[src/rtl/demux_dispatch_ctrl.sv]
// demux_dispatch_ctrl: one-entry valid/ready dispatcher driving a 1-to-4 demux with per-channel delivery counters
module demux_dispatch_ctrl #(
  parameter int N = 4,
  parameter int CNT_W = 8
) (
  input  logic             clk,
  input  logic             rst,
  input  logic             in_valid,
  output logic             in_ready,
  input  logic [N-1:0]     in_data,
  input  logic [1:0]       in_dest,
  input  logic             mode,
  input  logic [3:0]       ch_ready,
  output logic [N-1:0]     demux_in,
  output logic [1:0]       demux_select,
  output logic             demux_enable,
  input  logic             cnt_clr,
  output logic [CNT_W-1:0] cnt0,
  output logic [CNT_W-1:0] cnt1,
  output logic [CNT_W-1:0] cnt2,
  output logic [CNT_W-1:0] cnt3
);
  typedef enum logic {EMPTY, FULL} state_t;
  state_t           r_state, w_next;
  logic [N-1:0]     r_data;
  logic [1:0]       r_dest, r_rr, w_new_dest;
  logic [CNT_W-1:0] r_cnt [4];
  logic             w_xfer, w_accept;
  assign w_xfer       = (r_state == FULL) & ch_ready[r_dest];
  assign in_ready     = (r_state == EMPTY) | w_xfer;
  assign w_accept     = in_valid & in_ready;
  assign w_new_dest   = mode ? in_dest : r_rr;
  assign demux_enable = (r_state == FULL);
  assign demux_in     = r_data;
  assign demux_select = r_dest;
  assign cnt0 = r_cnt[0];
  assign cnt1 = r_cnt[1];
  assign cnt2 = r_cnt[2];
  assign cnt3 = r_cnt[3];
  // next state: a new accept always leaves us FULL, a lone delivery empties the slot
  always_comb begin
    w_next = w_accept ? FULL : (w_xfer ? EMPTY : r_state);
  end
  // state register
  always_ff @(posedge clk or posedge rst) begin
    if (rst) r_state <= EMPTY;
    else     r_state <= w_next;
  end
  // holding register and round-robin pointer, loaded only on accept so held values never glitch
  always_ff @(posedge clk or posedge rst) begin
    if (rst) begin
      r_data <= '0;
      r_dest <= '0;
      r_rr   <= '0;
    end else if (w_accept) begin
      r_data <= in_data;
      r_dest <= w_new_dest;
      if (!mode) r_rr <= r_rr + 2'd1;
    end
  end
  // saturating delivery counters; clear wins over a same-cycle increment
  always_ff @(posedge clk or posedge rst) begin
    if (rst) begin
      for (int i = 0; i < 4; i++) r_cnt[i] <= '0;
    end else begin
      for (int i = 0; i < 4; i++) begin
        if (cnt_clr)
          r_cnt[i] <= '0;
        else if (w_xfer && r_dest == 2'(i) && r_cnt[i] != '1)
          r_cnt[i] <= r_cnt[i] + CNT_W'(1);
      end
    end
  end
endmodule
[config.mk]
export PLATFORM = sky130hd
export DESIGN_NAME = demux_dispatch_ctrl
export DESIGN_NICKNAME = d
export VERILOG_FILES = /design/src/rtl/demux_dispatch_ctrl.sv
export SDC_FILE = /design/constraint.sdc
export NUM_CORES = 1
export LEC_CHECK = 0
export BUFFER_PORTS_ARGS = -buffer_cell sky130_fd_sc_hd__buf_2
export CAP_MARGIN = 40
export CORE_MARGIN = 2
export CORE_UTILIZATION = 47
export CTS_CLUSTER_DIAMETER = 40
export DETAILED_ROUTE_END_ITERATION = 12
export GPL_TIMING_DRIVEN = 1
export HOLD_SLACK_MARGIN = 0.08
export PLACE_DENSITY = 0.87
export SYNTH_ARGS = -nofsm -noshare
export SYNTH_HDL_FRONTEND = slang
export SYNTH_SLANG_ARGS = --single-unit
[constraint.sdc]
create_clock -name clk -period 1.8 [get_ports clk]
set_input_delay 0.27 -clock clk [delete_from_list [all_inputs] [get_ports clk]]
set_output_delay 0.27 -clock clk [all_outputs]
set_load 0.01 [all_outputs]
==> run metrics, run 1 <==
final wirelength=4360 µm; Post-Syn Area per Cell=10.5 µm²; antenna violations before repair=0; largest vdd supply drop=821 µV; Cell Count Post-Placement=310; total design power=2.42 mW; endpoint required time on the critical path=1.53 ns; first-pass GRT wire length=7110 µm; chip width=71.4 µm; Setup WS post-layout=0.0513 ns; Critical R2R Capture=cnt3[7]; clock insertion delay at the later pin of the skew report=0.28 ns; overflow left after global routing=0; average wire length per cell after detail routing=13.7 µm; Overall Global Routing Usage=17.4%; status=finished clean; root buffer cell=clkbuf_8; IO Pins=55; most frequent cells after synthesis=41 x dfrtp_1, 25 x nor2_1, 13 x xor2_1; count of clock tree sinks=41; synthesized flop and latch total=41; via count=1757; DR iter-0 viols=85; number of max-capacitance violations reported=0; number of enable-type register cells in the synthesized netlist=0; Final Non-Filler Cells=318; kind of start point of the critical path=register; cell accounting for the most synthesized area=dfrtp_1; die height=71.4 µm; clock period minus final worst setup slack=1.75 ns; number of vias per cell=5.53; count of antenna-violating nets left after detailed routing=0; kind of critical path=register to output pin; Tcrit/Tclk final=97.2%; Floorplan Core Area=0.00435 mm²; Setup violations, final=0; ranking of synthesized cells by area=dfrtp_1 48%, xor2_1 5.3%, nor2_1 4.4%; DRC violations left=0; beginning of the worst register-to-register path=cnt3[0]; share of synthesized flip-flops with an asynchronous set or reset=100%; starting utilization of the core area=49.0%; maximum fanout along the worst path=9; fill cell total of the finished layout=373; path category of the worst min-delay check=primary input to async pin; count of standard-cell rows=24; fraction of final layout cells sized beyond drive strength 1=28.2%; number of I/O port buffers=54; netlist area before placement=0.00213 mm²; Relative slew margins=61.7%; maximum clock path buffer count=2; pin count of the biggest net entering global routing=42; dominant cell by count in the synthesized netlist=dfrtp_1; Primary FF master, synth=dfrtp_1; R2R Setup Slk=0.08 ns; first-pass iteration count of the detailed router=4; Place WS=0.0642 ns; arrival time reported for the critical path endpoint=1.48 ns; Highest Clock Rate=572 MHz; leakage power total=1.26 nW; area grow syn2layout=21.9%; number of buffers inserted during clock tree synthesis=5; transition time at the pin with the least slew margin=0.575 ns; die area=0.00510 mm²; post-synthesis sequential area ratio=48.1%; category of the worst setup path capture point=output pin; number of nets in the final layout=285; number of diodes added for antenna fixing=0; register clock-pin slew on the reported worst setup and hold paths=0.08 ns; number of global-route vias before repair=1582; portion of synthesized cell area occupied by the leading cell type=48.1%; DP HPWL=3100 µm; CTS HTree Levels=2; path depth of the worst reg2reg path=5; number of buffers inserted for hold repair after clock tree synthesis=0; placer's final routability congestion estimate=0.819; net count after synthesis=222; clock tree from TritonCTS=built; hold violation total from the final report=0; gate count after technology mapping=203; post-synthesis cell type count=44; Power Density=929 mW/mm²; count of synthesis-stage warnings from yosys=0; worst clock skew on the final layout=0.00837 ns; number of max-slew violations in the final report=0
-- worst max path at each step --
| stage | from | endpoint | slack [ns] | cells past startpoint |
|---|---|---|---|---|
| final | demux_select[0] | in_ready | 0.05 | 3 |
| after global routing | cnt3[0] | cnt3[7] | -0.008 | 5 |
| after CTS | cnt3[1] | cnt3[7] | 0.05 | 5 |
| after detailed placement | cnt3[1] | cnt3[7] | 0.06 | 5 |
| after global placement | cnt3[1] | cnt3[7] | 0.10 | 5 |
| after floorplan | cnt3[0] | cnt3[7] | 0.009 | 5 |
-- placed cells by master (no fill, tap or decap), types with 4 or more instances in the layout --
master / synthesis / routed
nand3_1: 5 / 5
o21ai_0: 5 / 5
dfrtp_1: 41 / 40
o211ai_1: 5 / 5
nand2_1: 11 / 11
nor2_1: 25 / 25
xor2_1: 13 / 13
inv_1: 6 / 6
buf_2: 1 / 54
mux2i_1: 7 / 7
buf_4: 0 / 8
and3_1: 5 / 5
clkbuf_8: 0 / 6
mux2_1: 5 / 5
xnor2_1: 9 / 9
ha_1: 4 / 4
a21oi_1: 9 / 9
-- per-layer routing --
layer  routed length (µm)  GRT usage (%)  vias up  share of wire [%]
li1                     -              -      862                  -
met1                 1950           22.2      840                 45
met2                 2080           28.8       45                 48
met3                  229           3.94       10                5.3
met4                   97           6.71        0                2.2
met5                    0              0        -                  0
-- metrics by stage --
stage          setup TNS [ns]  hold WS (ns)  util [%]  cell area (µm²)
5_1_grt              -0.00770         0.173      59.7             2600
3_3_place_gp                0         0.426      57.2             2490
6_report                    0        0.0950      59.7             2600
2_1_floorplan               0         0.336         -             2130
4_1_cts                     0         0.116      59.5             2590
3_5_place_dp                0         0.423      57.2             2490
-- final cells by class --
class	count	area [µm²]	area share (%)
repair buffers	62	330	12.7
flip-flops and latches	41	1030	39.5
clock buffers	7	86.3	3.32
well taps	52	65.1	2.50
inverters	6	22.5	0.866
multi-input cells	150	1070	41.1
-- worst max-delay path: stages, from the launching register on --
cell       delay, ns
dfrtp_2         0.47
mux2_1          0.37
a2bb2oi_4       0.19
buf_2           0.17
-- cell families (layout without fill, tap and decap cells) --
| logic type | count (synthesis) | count (layout) | share of synthesized area, % |
|---|---|---|---|
| buffers and inverters | 12 | 75 | 2.52 |
| adder cells (fa/ha/maj) | 4 | 4 | 2.34 |
| AO/OA/AOI/OAI | 38 | 38 | 12.5 |
| flip-flops | 41 | 41 | 48.1 |
| XOR/XNOR | 22 | 22 | 9.03 |
| multiplexers | 12 | 12 | 5.92 |
| AND/OR/NAND/NOR | 74 | 74 | 19.6 |
-- flip-flops by register name (all words and copies together), names as in the netlist --
| register | count |
|---|---|
| demux_enable | 1 |
| cnt3 | 8 |
| cnt0 | 8 |
| cnt1 | 8 |
| cnt2 | 8 |
| demux_select | 2 |
| r_rr | 2 |
| demux_in | 4 |
-- timing repair --
item | in CTS | in global routing
gates cloned | 0 | 0
buffers inserted | 0 | 1
setup endpoints to repair | 1 | 2
gates resized for setup | 2 | 2
-- report_power, final --
group	switching, mW	internal (mW)	total [mW]	leakage, nW
sequential	0.132	1.04	1.18	0.548
combinational	0.334	0.313	0.648	0.671
clock	0.288	0.304	0.592	0.0443
No activity file was read; power rests on OpenSTA's default activity.
==> inputs of run 2 (changes only) <==
Settings changed: CELL_PAD_IN_SITES_DETAIL_PLACEMENT set to 1, CELL_PAD_IN_SITES_GLOBAL_PLACEMENT set to 2, CORE_UTILIZATION 47 to 29, PLACE_DENSITY 0.87 to 0.86.
==> run 2 against run 1 <==
Against the previous run: maximum frequency decreased by 1.0%; register-to-register slack improved by 0.05 ns; die area up 58%; clock power increased by 21%; cell count grew 16%; total power up 8.0%; sequential power is essentially flat; hold slack better by 0.0053 ns; highest routed layer unchanged.
==> run metrics, run 2 (synthesis results as in run 1) <==
placer's final routability congestion estimate=0.728 (was 0.819); Setup TNS=0 ns (unchanged); die area=0.00806 mm² (was 0.00510 mm²); proportion of total power due to net switching=31.0% (was 31.2%); highest-count cells in the layout ignoring fill and taps=54 x buf_2, 40 x dfrtp_1, 25 x nor2_1, 13 x xor2_1, 13 x buf_4 (was 54 x buf_2, 40 x dfrtp_1, 25 x nor2_1, 13 x xor2_1, 11 x nand2_1); Setup violations, final=0 (unchanged); DRC violations left=0 (unchanged); kind of critical path=register to output pin (unchanged); CTS HTree Levels=2 (unchanged); die height=89.8 µm (was 71.4 µm); root buffer cell=clkbuf_8 (unchanged); antenna violations before repair=0 (unchanged); share of the core filled with cells=38.1% (was 59.7%); beginning of the worst register-to-register path=cnt3[0] (unchanged); first-pass iteration count of the detailed router=4 (unchanged); number of max-slew violations in the final report=0 (unchanged); highest-delay cell along the critical path=dfrtp_2 (unchanged); share of power burned in combinational logic=27.3% (was 26.8%); Overall Global Routing Usage=13.9% (was 17.4%); kind of start point of the critical path=register (unchanged); leakage power total=1.30 nW (was 1.26 nW); average wire length per cell after detail routing=14.4 µm (was 13.7 µm); number of buffers inserted during clock tree synthesis=5 (unchanged); Critical R2R Capture=cnt3[7] (unchanged); number of max-capacitance violations reported=0 (unchanged); hold violation total from the final report=0 (unchanged); maximum clock path buffer count=2 (unchanged); count of standard-cell rows=31 (was 24); relative contribution of the clock network to total power=27.4% (was 24.5%); final wirelength=5340 µm (was 4360 µm); largest vdd supply drop=532 µV (was 821 µV); Place WS=0.0639 ns (was 0.0642 ns); Worst path max stage delay=0.48 ns (was 0.47 ns); starting utilization of the core area=29.7% (was 49.0%); fraction of final layout cells sized beyond drive strength 1=31.0% (was 28.2%); category of the worst setup path capture point=output pin (unchanged); clock tree from TritonCTS=built (unchanged); number of buffers inserted for hold repair after clock tree synthesis=0 (unchanged); path category of the worst min-delay check=primary input to async pin (unchanged); Relative slew margins=56.9% (was 61.7%); chip width=89.8 µm (was 71.4 µm); overflow left after global routing=0 (unchanged); clock insertion delay at the later pin of the skew report=0.29 ns (was 0.28 ns); number of global-route vias before repair=1851 (was 1582); switching component of the power=809 µW (was 754 µW); register clock-pin slew on the reported worst setup and hold paths=0.08 ns (about the same); Final Non-Filler Cells=370 (was 318); IO Pins=55 (unchanged); DR iter-0 viols=56 (was 85); count of antenna-violating nets left after detailed routing=0 (unchanged); fill cell total of the finished layout=838 (was 373); number of diodes added for antenna fixing=0 (unchanged); most common library cell in the layout ignoring fill and taps=buf_2 (unchanged); arrival time reported for the critical path endpoint=1.50 ns (was 1.48 ns); DP HPWL=3860 µm (was 3100 µm); transition time at the pin with the least slew margin=0.646 ns (was 0.575 ns); Power Density=954 mW/mm² (was 929 mW/mm²); R2R Setup Slk=0.13 ns (was 0.08 ns); first-pass GRT wire length=9190 µm (was 7110 µm); Setup WS post-layout=0.0333 ns (was 0.0513 ns); via count=1807 (was 1757); Tcrit/Tclk final=98.1% (was 97.2%); number of I/O port buffers=54 (unchanged); P_int=1.80 mW (was 1.66 mW); Cell Count Post-Placement=363 (was 310); Highest Clock Rate=566 MHz (was 572 MHz); area grow syn2layout=28.1% (was 21.9%); CP Cell Sequence=mux2_1, a2bb2oi_4, buf_2 (unchanged); count of clock tree sinks=41 (unchanged); path depth of the worst reg2reg path=5 (unchanged); clock period minus final worst setup slack=1.77 ns (was 1.75 ns); number of vias per cell=4.88 (was 5.53); maximum fanout along the worst path=9 (unchanged); Top Family by Delay on Critical Path=flip-flops (unchanged); share of total power in sequential cells=45.3% (was 48.7%); status=finished clean (unchanged); unrepaired setup endpoints after global routing=yes; number of nets in the final layout=290 (was 285); worst clock skew on the final layout=0.00509 ns (was 0.00837 ns); Floorplan Core Area=0.00718 mm² (was 0.00435 mm²); pin count of the biggest net entering global routing=42 (unchanged); worst path bufs/invs=1 (unchanged); endpoint required time on the critical path=1.53 ns (about the same)
[run 2: worst max-delay path by stage]
stage / start / endpoint / slack, ns / cells after the start
2_1_floorplan: cnt3[0] / cnt3[7] / 0.009 / 5
3_3_place_gp: cnt3[0] / cnt3[7] / 0.11 / 5
3_5_place_dp: cnt3[0] / cnt3[7] / 0.06 / 5
4_1_cts: demux_select[0] / in_ready / 0.03 / 3
5_1_grt: demux_select[0] / in_ready / -0.02 / 3
6_report: demux_select[0] / in_ready / 0.03 / 3
[run 2: power by group through the flow]
stage	logic, mW	clock network (mW)	registers [mW]
final	0.711	0.716	1.18
after global routing	0.793	0.785	1.20
after CTS	0.683	0.753	1.18
after detailed placement	0.679	0	1.19
after global placement	0.662	0	1.18
after floorplan	0.373	0	1.20
[run 2: layout make-up]
type / count / area [µm²] / area share, %
multi-input cells: 150 / 1090 / 39.8
flip-flops and latches: 41 / 1030 / 37.6
repair buffers: 67 / 368 / 13.4
well taps: 99 / 124 / 4.53
clock buffers: 5 / 68.8 / 2.52
clock inverters: 2 / 35.0 / 1.28
inverters: 6 / 22.5 / 0.823
[run 2: through the flow]
| stage | total power [mW] | hold WS, ns | cell area [µm²] |
|---|---|---|---|
| global placement | 1.84 | 0.430 | 2590 |
| CTS | 2.61 | 0.113 | 2700 |
| detailed placement | 1.87 | 0.440 | 2590 |
| floorplan | 1.58 | 0.336 | 2130 |
| global route | 2.78 | 0.153 | 2740 |
| finish | 2.61 | 0.100 | 2740 |
[run 2: worst reg2reg max path: stages (launching register included)]
cell and delay (ns):
dfrtp_1 0.39, ha_2 0.20, and4_4 0.18, a21o_1 0.18, or4_1 0.52, a21oi_2 0.14
[run 2: repair_timing]
action,4_1_cts,5_1_grt
buffers inserted,0,0
gates resized for setup,1,7
cloned,0,0
setup endpoints to repair,1,5
[run 2: metal layers]
metal | track usage [%] | routed length [µm] | up-vias
li1 | - | - | 874
met1 | 18.0 | 2400 | 890
met2 | 22.9 | 2600 | 37
met3 | 3.52 | 262 | 6
met4 | 4.23 | 74 | 0
met5 | 0 | 0 | -
==> inputs of run 3 (changes only) <==
Settings changed: CORE_UTILIZATION 29 to 35, PLACE_DENSITY 0.86 to 0.95.
Clock period 1.8 ns to 2.1 ns, I/O delays scaled along.
==> run 3 against run 2 <==
Against the previous run: critical endpoint is now cnt3[7]; first-iteration DRC count increased by 8.9%; wire length decreased by 5.3%; design area decreased by 5.5%; sequential power decreased by 14%.
==> run metrics, run 3 (synthesis results as in run 1) <==
status=finished clean (unchanged); chip width=82.1 µm (was 89.8 µm); number of I/O port buffers=54 (unchanged); number of max-slew violations in the final report=0 (unchanged); Setup TNS=0 ns (unchanged); path category of the worst min-delay check=primary input to async pin (unchanged); count of standard-cell rows=28 (was 31); most common library cell in the layout ignoring fill and taps=buf_2 (unchanged); leakage power total=1.24 nW (was 1.30 nW); Floorplan Core Area=0.00592 mm² (was 0.00718 mm²); unrepaired setup endpoints after global routing=no (was yes); first-pass iteration count of the detailed router=4 (unchanged); kind of start point of the critical path=register (unchanged); root buffer cell=clkbuf_8 (unchanged); grt met2 use=27.2% (was 22.9%); highest-count cells in the layout ignoring fill and taps=54 x buf_2, 41 x dfrtp_1, 25 x nor2_1, 13 x xor2_1, 11 x nand2_1 (was 54 x buf_2, 40 x dfrtp_1, 25 x nor2_1, 13 x xor2_1, 13 x buf_4); fraction of final layout cells sized beyond drive strength 1=26.4% (was 31.0%); share of power burned in combinational logic=25.2% (was 27.3%); DRC violations left=0 (unchanged); fill cell total of the finished layout=698 (was 838); relative contribution of the clock network to total power=27.1% (was 27.4%); kind of critical path=register to register (was register to output pin); antenna violations before repair=0 (unchanged); maximum clock path buffer count=2 (unchanged); count of clock tree sinks=41 (unchanged); arrival time reported for the critical path endpoint=2.09 ns (was 1.50 ns); via count=1787 (was 1807); pin count of the biggest net entering global routing=42 (unchanged); P_int=1.44 mW (was 1.80 mW); Highest Clock Rate=535 MHz; Cell Area, Placed=0.00248 mm² (was 0.00259 mm²); clock tree from TritonCTS=built (unchanged); endpoint required time on the critical path=2.32 ns (was 1.53 ns); number of buffers inserted for hold repair after clock tree synthesis=0 (unchanged); number of diodes added for antenna fixing=0 (unchanged); die area=0.00674 mm² (was 0.00806 mm²); starting utilization of the core area=36.1% (was 29.7%); clock period minus final worst setup slack=1.87 ns; switching component of the power=682 µW (was 809 µW); final wirelength=5050 µm (was 5340 µm); hold violation total from the final report=0 (unchanged); finished layout cell area=0.00258 mm² (was 0.00274 mm²); Setup violations, final=0 (unchanged); worst clock skew on the final layout=0.00305 ns (was 0.00509 ns); count of antenna-violating nets left after detailed routing=0 (unchanged); die height=82.1 µm (was 89.8 µm); Relative slew margins=58.5% (was 56.9%); Setup WS post-layout=0.231 ns (was 0.0333 ns); CTS HTree Levels=2 (unchanged); number of vias per cell=5.32 (was 4.88); met3 routing resource usage after global routing=3.26% (was 3.52%); area grow syn2layout=21.0% (was 28.1%); largest vdd supply drop=405 µV (was 532 µV); Power Density=820 mW/mm² (was 954 mW/mm²); placer's final routability congestion estimate=0.736 (was 0.728); DR iter-0 viols=61 (was 56); number of buffers inserted to repair setup after CTS=0 (unchanged); proportion of total power due to net switching=32.2% (was 31.0%); share of total power in sequential cells=47.7% (was 45.3%); GR Layer Usage met1=20.9% (was 18.0%); category of the worst setup path capture point=register (was output pin); Tcrit/Tclk final=89.0%; maximum fanout along the worst path=5 (was 9); overflow left after global routing=0 (unchanged); first-pass GRT wire length=8450 µm (was 9190 µm); DP HPWL=3590 µm (was 3860 µm); clock insertion delay at the later pin of the skew report=0.29 ns (about the same); Overall Global Routing Usage=16.3% (was 13.9%); average wire length per cell after detail routing=15.0 µm (was 14.4 µm); most crowded layer after global routing=met2 (unchanged); number of nets in the final layout=279 (was 290); IO Pins=55 (unchanged); number of max-capacitance violations reported=0 (unchanged); number of buffers inserted during clock tree synthesis=5 (unchanged); number of global-route vias before repair=1752 (was 1851); transition time at the pin with the least slew margin=0.607 ns (was 0.646 ns); Place WS=0.242 ns (was 0.0639 ns); Resized cells post-CTS=0 (was 1); register clock-pin slew on the reported worst setup and hold paths=0.08 ns (about the same)
[run 3: cell types whose count changed in the layout (fill, tap and decap cells not counted), sizes merged]
cell / delta
buf: -11
clkbuf: +2
bufinv: -1
inv: +1
clkinv: -1
[run 3: per-layer routing]
layer | vias up | wire length (µm)
li1 | 854 | -
met1 | 894 | 2330
met2 | 32 | 2500
met3 | 7 | 157
met4 | 0 | 65
met5 | - | 0
[run 3: worst paths after layout]
path | from | endpoint | slack (ns) | cells after the start
worst min register to register | r_rr[1] | r_rr[1] | 0.48 | 1
worst min-delay path | rst | cnt0[4] | 0.15 | 3
min in group clk | in_data[0] | demux_in[0] | 0.24 | 2
worst max register to register | cnt3[0] | cnt3[7] | 0.23 | 5
max in group asynchronous | rst | demux_in[0] | 1.60 | 3
worst max-delay path | cnt3[0] | cnt3[7] | 0.23 | 5
[run 3: power by group through the flow]
stage | sequential, mW | combinational (mW) | clock [mW]
final | 1.01 | 0.534 | 0.574
after CTS | 1.01 | 0.546 | 0.589
after global routing | 1.03 | 0.585 | 0.621
after global placement | 1.02 | 0.520 | 0
after floorplan | 1.03 | 0.320 | 0
after detailed placement | 1.02 | 0.540 | 0
[run 3: area by class of cell]
cell class,instances,area [µm²],area share (%)
inverter,6,22.5,0.872
tap,75,93.8,3.63
multi-input combinational,150,1050,40.8
timing repair buffer,56,285,11.0
clock inverter,1,5.00,0.194
clock buffer,7,96.3,3.73
sequential,41,1030,39.7
[run 3: metrics by stage]
stage	util (%)	cells	hold WS, ns	total power, mW
finish	43.6	336	0.148	2.12
global route	43.6	336	0.184	2.23
CTS	43.6	336	0.165	2.14
detailed placement	41.9	328	0.472	1.56
global placement	41.9	328	0.464	1.54
floorplan	-	203	0.381	1.35
[run 3: worst max-delay path, stage by stage (launching register included)]
cell,delay [ns]
dfrtp_1,0.42
ha_1,0.25
and4_1,0.22
a21o_1,0.25
or4_1,0.51
a21oi_1,0.14
